## src/rtl/vram_fill_ctrl.sv

```systemverilog
// vram_fill_ctrl: raster-order rectangle fill of a frame buffer shared with VGA scan-out.
module vram_fill_ctrl #(
  parameter int H_PIX      = 640,
  parameter int V_PIX      = 480,
  parameter bit BLANK_ONLY = 1'b1
) (
  input  logic        clk,
  input  logic        rstn,
  input  logic        cmd_valid,
  output logic        cmd_ready,
  input  logic [9:0]  x0,
  input  logic [9:0]  x1,
  input  logic [8:0]  y0,
  input  logic [8:0]  y1,
  input  logic [11:0] color,
  input  logic        abort,
  input  logic        rdn,
  output logic        we,
  output logic [8:0]  wr_row,
  output logic [9:0]  wr_col,
  output logic [11:0] wr_data,
  output logic        busy,
  output logic        done,
  output logic        err,
  output logic [18:0] pix_cnt
);
  typedef enum logic [1:0] {IDLE, FILL, DONE} state_t;
  localparam logic [9:0] X_MAX = 10'(H_PIX - 1);
  localparam logic [8:0] Y_MAX = 9'(V_PIX - 1);
  state_t      state_q;
  logic [9:0]  x0_q, cx1_q, col_q;
  logic [8:0]  cy1_q, row_q;
  logic [11:0] color_q;
  logic [18:0] pix_q;
  logic        err_q;
  logic [9:0]  cx1;
  logic [8:0]  cy1;
  logic        empty, gate, last_col, last_row;
  assign cx1      = (x1 > X_MAX) ? X_MAX : x1;
  assign cy1      = (y1 > Y_MAX) ? Y_MAX : y1;
  assign empty    = ({1'b0, x0} >= 11'(H_PIX)) || ({1'b0, y0} >= 10'(V_PIX)) || (x0 > cx1) || (y0 > cy1);
  // scan-out owns the buffer while rdn is low
  assign gate     = !BLANK_ONLY || rdn;
  assign last_col = col_q == cx1_q;
  assign last_row = row_q == cy1_q;
  assign we        = (state_q == FILL) && gate && !abort;
  assign cmd_ready = state_q == IDLE;
  assign busy      = state_q != IDLE;
  assign done      = state_q == DONE;
  assign err       = err_q;
  assign wr_row    = row_q;
  assign wr_col    = col_q;
  assign wr_data   = color_q;
  assign pix_cnt   = pix_q;
  always_ff @(posedge clk or negedge rstn) begin
    if (!rstn) begin
      state_q <= IDLE;
      x0_q    <= '0;
      cx1_q   <= '0;
      cy1_q   <= '0;
      col_q   <= '0;
      row_q   <= '0;
      color_q <= '0;
      pix_q   <= '0;
      err_q   <= 1'b0;
    end else begin
      case (state_q)
        IDLE: if (cmd_valid) begin
          x0_q    <= x0;
          cx1_q   <= cx1;
          cy1_q   <= cy1;
          col_q   <= x0;
          row_q   <= y0;
          color_q <= color;
          pix_q   <= '0;
          err_q   <= empty;
          state_q <= empty ? DONE : FILL;
        end
        FILL: if (abort) begin
          err_q   <= 1'b1;
          state_q <= DONE;
        end else if (gate) begin
          pix_q <= pix_q + 19'd1;
          if (last_col && last_row) begin
            err_q   <= 1'b0;
            state_q <= DONE;
          end else if (last_col) begin
            col_q <= x0_q;
            row_q <= row_q + 9'd1;
          end else begin
            col_q <= col_q + 10'd1;
          end
        end
        default: state_q <= IDLE;
      endcase
    end
  end
endmodule
```

## config.mk

```make
export PLATFORM = sky130hd
export DESIGN_NAME = vram_fill_ctrl
export DESIGN_NICKNAME = d
export VERILOG_FILES = /design/src/rtl/vram_fill_ctrl.sv
export SDC_FILE = /design/constraint.sdc
export NUM_CORES = 1
export LEC_CHECK = 0
export BUFFER_PORTS_ARGS = -buffer_cell sky130_fd_sc_hd__buf_2
export CORE_MARGIN = 4
export CORE_UTILIZATION = 56
export CTS_BUF_LIST = sky130_fd_sc_hd__clkbuf_8
export DETAILED_ROUTE_END_ITERATION = 16
export PLACE_DENSITY = 0.83
export SLEW_MARGIN = 20
export SYNTH_ARGS = -nofsm -noshare
export SYNTH_HDL_FRONTEND = slang
export SYNTH_SLANG_ARGS = --single-unit
export TNS_END_PERCENT = 100
```

## constraint.sdc

```tcl
create_clock -name clk -period 2.5 [get_ports clk]
set_input_delay 0.375 -clock clk [delete_from_list [all_inputs] [get_ports clk]]
set_output_delay 0.375 -clock clk [all_outputs]
set_load 0.005 [all_outputs]
```

# After elaboration in Yosys (flattened, before gate mapping)
# Index checks and enable logic that the tools add are counted.
[op_classes]
eq_ne = 11
bitwise = 0
muxes = 29
reduce_logical = 16
shifts = 0
mul = 0
n_div = 0
addsub = 3
magnitude_cmp = 6
[op_table]
columns = ["cell", "count"]
rows = [
  ["2-to-1 mux 10 bit", 6],
  ["2-to-1 mux 19 bit", 3],
  ["2-to-1 mux 9 bit", 6],
  ["one-hot mux 19 bit (2 select lines)", 1],
  ["one-hot mux 10 bit (2 select lines)", 1],
  ["adder 19 x 1 -> 19 bit (second input constant)", 1],
  ["one-hot mux 9 bit (2 select lines)", 1],
  ["adder 10 x 1 -> 10 bit (second input constant)", 1],
  ["== test 10 bit", 1],
  ["greater-or-equal comparator 10 bit (second input constant)", 1],
  ["> comparator 10 bit", 1],
  ["> comparator 10 bit (second input constant)", 1],
  ["2-to-1 mux 2 bit", 5],
  ["inequality test 2 bit (second input constant)", 5],
  ["adder 9 x 1 -> 9 bit (second input constant)", 1],
  ["== test 9 bit", 1],
  ["greater-or-equal comparator 9 bit (second input constant)", 1],
  ["> comparator 9 bit", 1],
  ["> comparator 9 bit (second input constant)", 1],
  ["AND reduction 4 bit", 2],
  ["AND reduction 6 bit", 1],
  ["AND reduction 5 bit", 1],
  ["2-to-1 mux 1 bit", 4],
  ["one-hot mux 2 bit (2 select lines)", 1],
  ["other kinds (12)", 17],
]
[totals]
out_inout_bits = 55
wordCells = 74
mem_count = 0
latchBits = 0
rom_bits = 0
ramBits = 0
ff_bits = 82

# Depth between registers and ports, before layout
[depth]
word_depth = 8
ltp_mapped = 10
depth_no_buf = 10

# Worst setup path after synthesis
# No wires, ideal clock.
[synth_path]
path_type = "input to register"
start = "input port x1[9]"
end = "register err_q (netlist: err)"
required_time_ns = 2.376
stages = 9
arrival_ns = 2.416
path_slack_ns = -0.040
path_cell_list = "inv_1 -> nor2_1 -> nor2_1 -> ha_1 -> a21o_1 -> a21o_1 -> a2111o_1 -> a311o_1 -> a211o_1"
[synth_via]
elab_chain_cells = 7
[synth_lines]
columns = ["item", "line", "source"]
rows = [
  ["from (decl)", "12", "input logic [9:0] x1,"],
  ["> comparator 10 bit", "39", "assign cx1 = (x1 > X_MAX) ? X_MAX : x1;"],
  ["2-to-1 mux 10 bit (*)", "39", ""],
  ["> comparator 10 bit (*)", "41", "assign empty = ({1'b0, x0} >= 11'(H_PIX)) || ({1'b0, y0} >= 10'(V_PIX)) || (x0 > cx1) || (y0 > cy1);"],
  ["logical OR 1 bit (*) (2 in a row)", "41", ""],
  ["2-to-1 mux 1 bit (*)", "68", "IDLE: if (cmd_valid) begin"],
  ["one-hot mux 1 bit (2 select lines) (*)", "67", "case (state_q)"],
  ["to (signal assigned)", "76", "err_q <= empty;"],
  ["to (decl)", "35", "logic err_q;"],
]
# Mark *: on every way between the ends. The rest lies on a longest branch, timed or not. The select of a mux whose other input is x is not followed.
# A chain may end at the register's enable or synchronous reset.

# Final worst setup path
[layout_path]
start = "input port x1[8]"
end = "register err_q (netlist: err)"
# The elaborated chain is that of the path after synthesis.

==> impl_metrics.xml <==
<?xml version="1.0" encoding="UTF-8"?>
<metrics>
  <group name="cts">
    <metric name="cts-buffers-inserted" unit="">9</metric>
    <metric name="clock_tree.root_cell" unit="">sky130_fd_sc_hd__clkbuf_8</metric>
    <metric name="post_cts_resized" unit="">0</metric>
    <metric name="worst_setup_hold_path_clk_slew" unit="ns">0.10</metric>
    <metric name="cts-root-to-sink-buffers" unit="">2</metric>
    <metric name="htree_num_levels" unit="">3</metric>
    <metric name="cts_tree" unit="">done</metric>
    <metric name="insertion_delay" unit="ns">0.36</metric>
    <metric name="clkSinkCount" unit="">82</metric>
  </group>
  <group name="detailed_routing">
    <metric name="detailroute.via_count" unit="">4339</metric>
    <metric name="remaining_drc_errors" unit="">0</metric>
    <metric name="wl_per_cell" unit="um">16.1</metric>
    <metric name="drtIter0Drc" unit="">184</metric>
    <metric name="dr.pass1.iters" unit="">4</metric>
    <metric name="wl" unit="mm">12.2</metric>
    <metric name="post_drt_via_cell_ratio" unit="">5.72</metric>
    <metric name="antenna_violating_nets_post_route" unit="">0</metric>
  </group>
  <group name="sta">
    <metric name="final.setup_skew" unit="ns">0.00889</metric>
    <metric name="fmax_achieved" unit="MHz">435</metric>
    <metric name="totalNegativeSetupSlack" unit="ns">0</metric>
    <metric name="finalHoldViolations" unit="">0</metric>
    <metric name="layout_min_cycle_time" unit="ns">2.30</metric>
    <metric name="worst_slew_pin_slew" unit="ns">0.612</metric>
    <metric name="layout_setup_ws" unit="ns">0.199</metric>
    <metric name="final.period_utilization" unit="">0.920</metric>
    <metric name="timing.slew.headroom" unit="">0.592</metric>
    <metric name="report.final.setup_viol" unit="">0</metric>
    <metric name="rsz_0062_raised_after_global_routing" unit="">no</metric>
    <metric name="slew_violations" unit="">0</metric>
  </group>
  <group name="grt">
    <metric name="global_route.usage.total" unit="">0.258</metric>
    <metric name="global_route_wire_length_before_repair" unit="mm">20.8</metric>
    <metric name="global_route.overflow_total" unit="">0</metric>
    <metric name="antenna_found_initial" unit="">0</metric>
    <metric name="grt_max_degree" unit="">65</metric>
    <metric name="grt_pass1_vias" unit="">4393</metric>
  </group>
  <group name="die">
    <metric name="floorplan.die.width" unit="um">99.0</metric>
    <metric name="core_footprint" unit="mm^2">0.00789</metric>
    <metric name="dieHeight" unit="um">99.0</metric>
    <metric name="top_level_ports" unit="">110</metric>
    <metric name="start_util" unit="">0.588</metric>
    <metric name="design.die.area" unit="mm^2">0.00980</metric>
    <metric name="std_cell_rows" unit="">32</metric>
  </group>
  <group name="logic_synthesis">
    <metric name="dominant_combinational_cell_family_by_area_after_synthesis" unit="">simple AND/OR/NAND/NOR gates</metric>
    <metric name="fraction_of_the_mapped_netlist_area_in_adder_cells" unit="">0.0594</metric>
    <metric name="async_reset_ff_frac" unit="">1.00</metric>
    <metric name="synth.ff_latch_count" unit="">82</metric>
    <metric name="netlist.top_cell.by_area" unit="">sky130_fd_sc_hd__dfrtp_1</metric>
    <metric name="synth.top_cell.area_share" unit="">0.443</metric>
    <metric name="post_synth_instance_area" unit="mm^2">0.00464</metric>
    <metric name="ys_types" unit="">55</metric>
    <metric name="synth_sequential_area_ratio" unit="">0.443</metric>
    <metric name="post_synth_edffs" unit="">0</metric>
    <metric name="post_synth_and_or_nand_nor_area_fraction" unit="">0.246</metric>
    <metric name="syn_area_per_cell" unit="um^2">8.60</metric>
    <metric name="yosys.area_share.xor_xnor" unit="">0.0737</metric>
    <metric name="mappedNetlistNets" unit="">616</metric>
    <metric name="cell_types_occupying_the_most_area_after_synthesis" unit="">sky130_fd_sc_hd__dfrtp_1 (44%), sky130_fd_sc_hd__nand2_1 (10%), sky130_fd_sc_hd__ha_1 (5.9%)</metric>
    <metric name="ys_dominant_reg_cell" unit="">sky130_fd_sc_hd__dfrtp_1</metric>
    <metric name="yosys-mux-area-fraction" unit="">0.0140</metric>
    <metric name="area_fraction_in_compound_gates_after_synthesis" unit="">0.131</metric>
    <metric name="synthCells" unit="">539</metric>
    <metric name="synthesis.yosys.warnings" unit="">0</metric>
  </group>
  <group name="placement">
    <metric name="dpl-instance-area" unit="mm^2">0.00534</metric>
    <metric name="hpwlAfterDp" unit="mm">9.07</metric>
    <metric name="numPortBuffers" unit="">109</metric>
    <metric name="placed_cells" unit="">741</metric>
    <metric name="gp_congestion" unit="">0.937</metric>
    <metric name="dp_slack" unit="ns">-0.161</metric>
  </group>
  <group name="setup_path">
    <metric name="worstSetupPathType" unit="">input pin to flip-flop</metric>
    <metric name="critical_path_arrival" unit="ns">2.55</metric>
    <metric name="path_cells" unit="">buf_2 -&gt; nor2_1 -&gt; nor2_2 -&gt; nor2_1 -&gt; ha_1 -&gt; a21o_1 -&gt; a21o_1 -&gt; a2111o_1 -&gt; a311o_1 -&gt; a211o_1</metric>
    <metric name="timing.critical_path.fanout_max" unit="">3</metric>
    <metric name="critPathMaxStageDelay" unit="ns">0.43</metric>
    <metric name="crit_buf_inv" unit="">1</metric>
    <metric name="cpLargestDelayFamily" unit="">compound AO/OA/AOI/OAI gates</metric>
    <metric name="data_required_critical_path" unit="ns">2.75</metric>
    <metric name="crit_path_end_kind" unit="">flip-flop</metric>
    <metric name="start_kind" unit="">input pin</metric>
    <metric name="worst_path_max_delay_cell" unit="">sky130_fd_sc_hd__a2111o_1</metric>
  </group>
  <group name="finish">
    <metric name="area.growth.synth_to_final" unit="%">19.1</metric>
    <metric name="nFillCells" unit="">651</metric>
    <metric name="post_route_cell_area" unit="mm^2">0.00552</metric>
    <metric name="drive_gt1_frac" unit="">0.236</metric>
    <metric name="antenna-diode-count" unit="">0</metric>
    <metric name="layout.nets" unit="">728</metric>
    <metric name="multiInputGateArea" unit="mm^2">0.00244</metric>
    <metric name="finalNonFillerCells" unit="">758</metric>
    <metric name="finish.utilization" unit="">0.700</metric>
    <metric name="area_taken_by_flip_flops_and_latches" unit="mm^2">0.00205</metric>
    <metric name="highest_count_cells_in_the_layout_ignoring_fill_and_taps" unit="">sky130_fd_sc_hd__nand2_1 (128), sky130_fd_sc_hd__buf_2 (108), sky130_fd_sc_hd__dfrtp_1 (82)</metric>
    <metric name="most_common_library_cell_in_the_layout_ignoring_fill_and_taps" unit="">sky130_fd_sc_hd__nand2_1</metric>
  </group>
  <group name="power_and_ir_drop">
    <metric name="leakage" unit="uW">0.00273</metric>
    <metric name="cellPowerDensity" unit="mW/mm^2">839</metric>
    <metric name="vdd_ir_drop_max" unit="uV">533</metric>
  </group>
  <group name="flow_run">
    <metric name="max_cap_violations" unit="">0</metric>
  </group>
  <group name="outcome">
    <metric name="outcome" unit="">completed</metric>
  </group>
  <group name="min_path">
    <metric name="min_path_type" unit="">input pin to flip-flop</metric>
  </group>
</metrics>
## tightest hold or removal path, stage by stage
cell and delay [ns]:
sky130_fd_sc_hd__buf_2 0.08, sky130_fd_sc_hd__nand2_1 0.04, sky130_fd_sc_hd__nand2_1 0.05
## state kept, by name (all words and copies together) (netlist names)
name,count
cy1_q,9
wr_row,9
wr_data,12
cx1_q,10
err,1
wr_col,10
x0_q,10
pix_cnt,19
state_q,2
## final timing paths
path,slack [ns],endpoint,cells after the start,from
hold reg to reg,0.48,wr_data[5],2,wr_data[5]
setup / recovery,0.20,err,10,x1[8]
max in group asynchronous,1.37,x0_q[8],3,rstn
hold / removal,0.20,wr_data[9],3,color[9]
min in group asynchronous,0.51,cy1_q[4],2,rstn
setup reg to reg,0.24,wr_row[1],6,wr_row[3]
## cell type report
type                            instances  area share
Tap cell                              102      0.0231
Inverter                               15      0.0102
Clock buffer                            9      0.0224
Clock inverter                          7     0.00929
Multi-Input combinational cell        419       0.441
Sequential cell                        82       0.371
Timing Repair Buffer                  124       0.122
## logic make-up after synthesis
kind of cell / after synthesis
AND/OR/NAND/NOR: 258
multiplexers: 6
XOR/XNOR: 39
AO/OA/AOI/OAI: 94
adder cells (fa/ha/maj): 22
buffers and inverters: 38
flip-flops: 82
## synthesized netlist by cell type (3+ instances only)
master and instances:
sky130_fd_sc_hd__nand4_1 9, sky130_fd_sc_hd__a21oi_1 16, sky130_fd_sc_hd__o21ai_0 30, sky130_fd_sc_hd__nand2_1 129
sky130_fd_sc_hd__nor2_1 58, sky130_fd_sc_hd__xor2_1 25, sky130_fd_sc_hd__o211ai_1 11, sky130_fd_sc_hd__clkbuf_1 16
sky130_fd_sc_hd__and3_1 5, sky130_fd_sc_hd__xnor2_1 14, sky130_fd_sc_hd__inv_1 15, sky130_fd_sc_hd__nor2b_1 3
sky130_fd_sc_hd__a21o_1 4, sky130_fd_sc_hd__or3_1 6, sky130_fd_sc_hd__a31oi_1 9, sky130_fd_sc_hd__dfrtp_1 82
sky130_fd_sc_hd__or2_2 3, sky130_fd_sc_hd__nor3_1 13, sky130_fd_sc_hd__buf_2 4, sky130_fd_sc_hd__ha_1 22
sky130_fd_sc_hd__a211oi_1 4, sky130_fd_sc_hd__nand3_1 16, sky130_fd_sc_hd__mux2_2 4, sky130_fd_sc_hd__nand2b_1 5
## per-stage QoR
step,hold WS (ns),total power (uW)
after global placement,0.365,3660
after CTS,0.190,4640
after floorplan,0.0794,3090
after global routing,0.200,4980
final,0.197,4630
after detailed placement,0.372,3750
## metal layers
layer | GRT usage | part of all wire | vias to the layer above
met1 | 0.324 | 0.41 | 2079
met2 | 0.433 | 0.50 | 150
li1 | - | - | 2077
met3 | 0.0488 | 0.061 | 33
met4 | 0.116 | 0.026 | 0
met5 | 0 | 0 | -
## report_power, final
group | switching (uW) | leakage, uW | internal [uW] | total, uW
registers | 445 | 0.00102 | 1700 | 2140
clock network | 531 | 0.0000860 | 366 | 897
logic | 878 | 0.00162 | 718 | 1600
## repair_timing
item,in CTS,in global routing
endpoints found under the setup margin,0,0
hold endpoints to repair,36,0
hold buffers,1,0
buffers inserted,0,0
No activity file was read; power rests on OpenSTA's default activity.
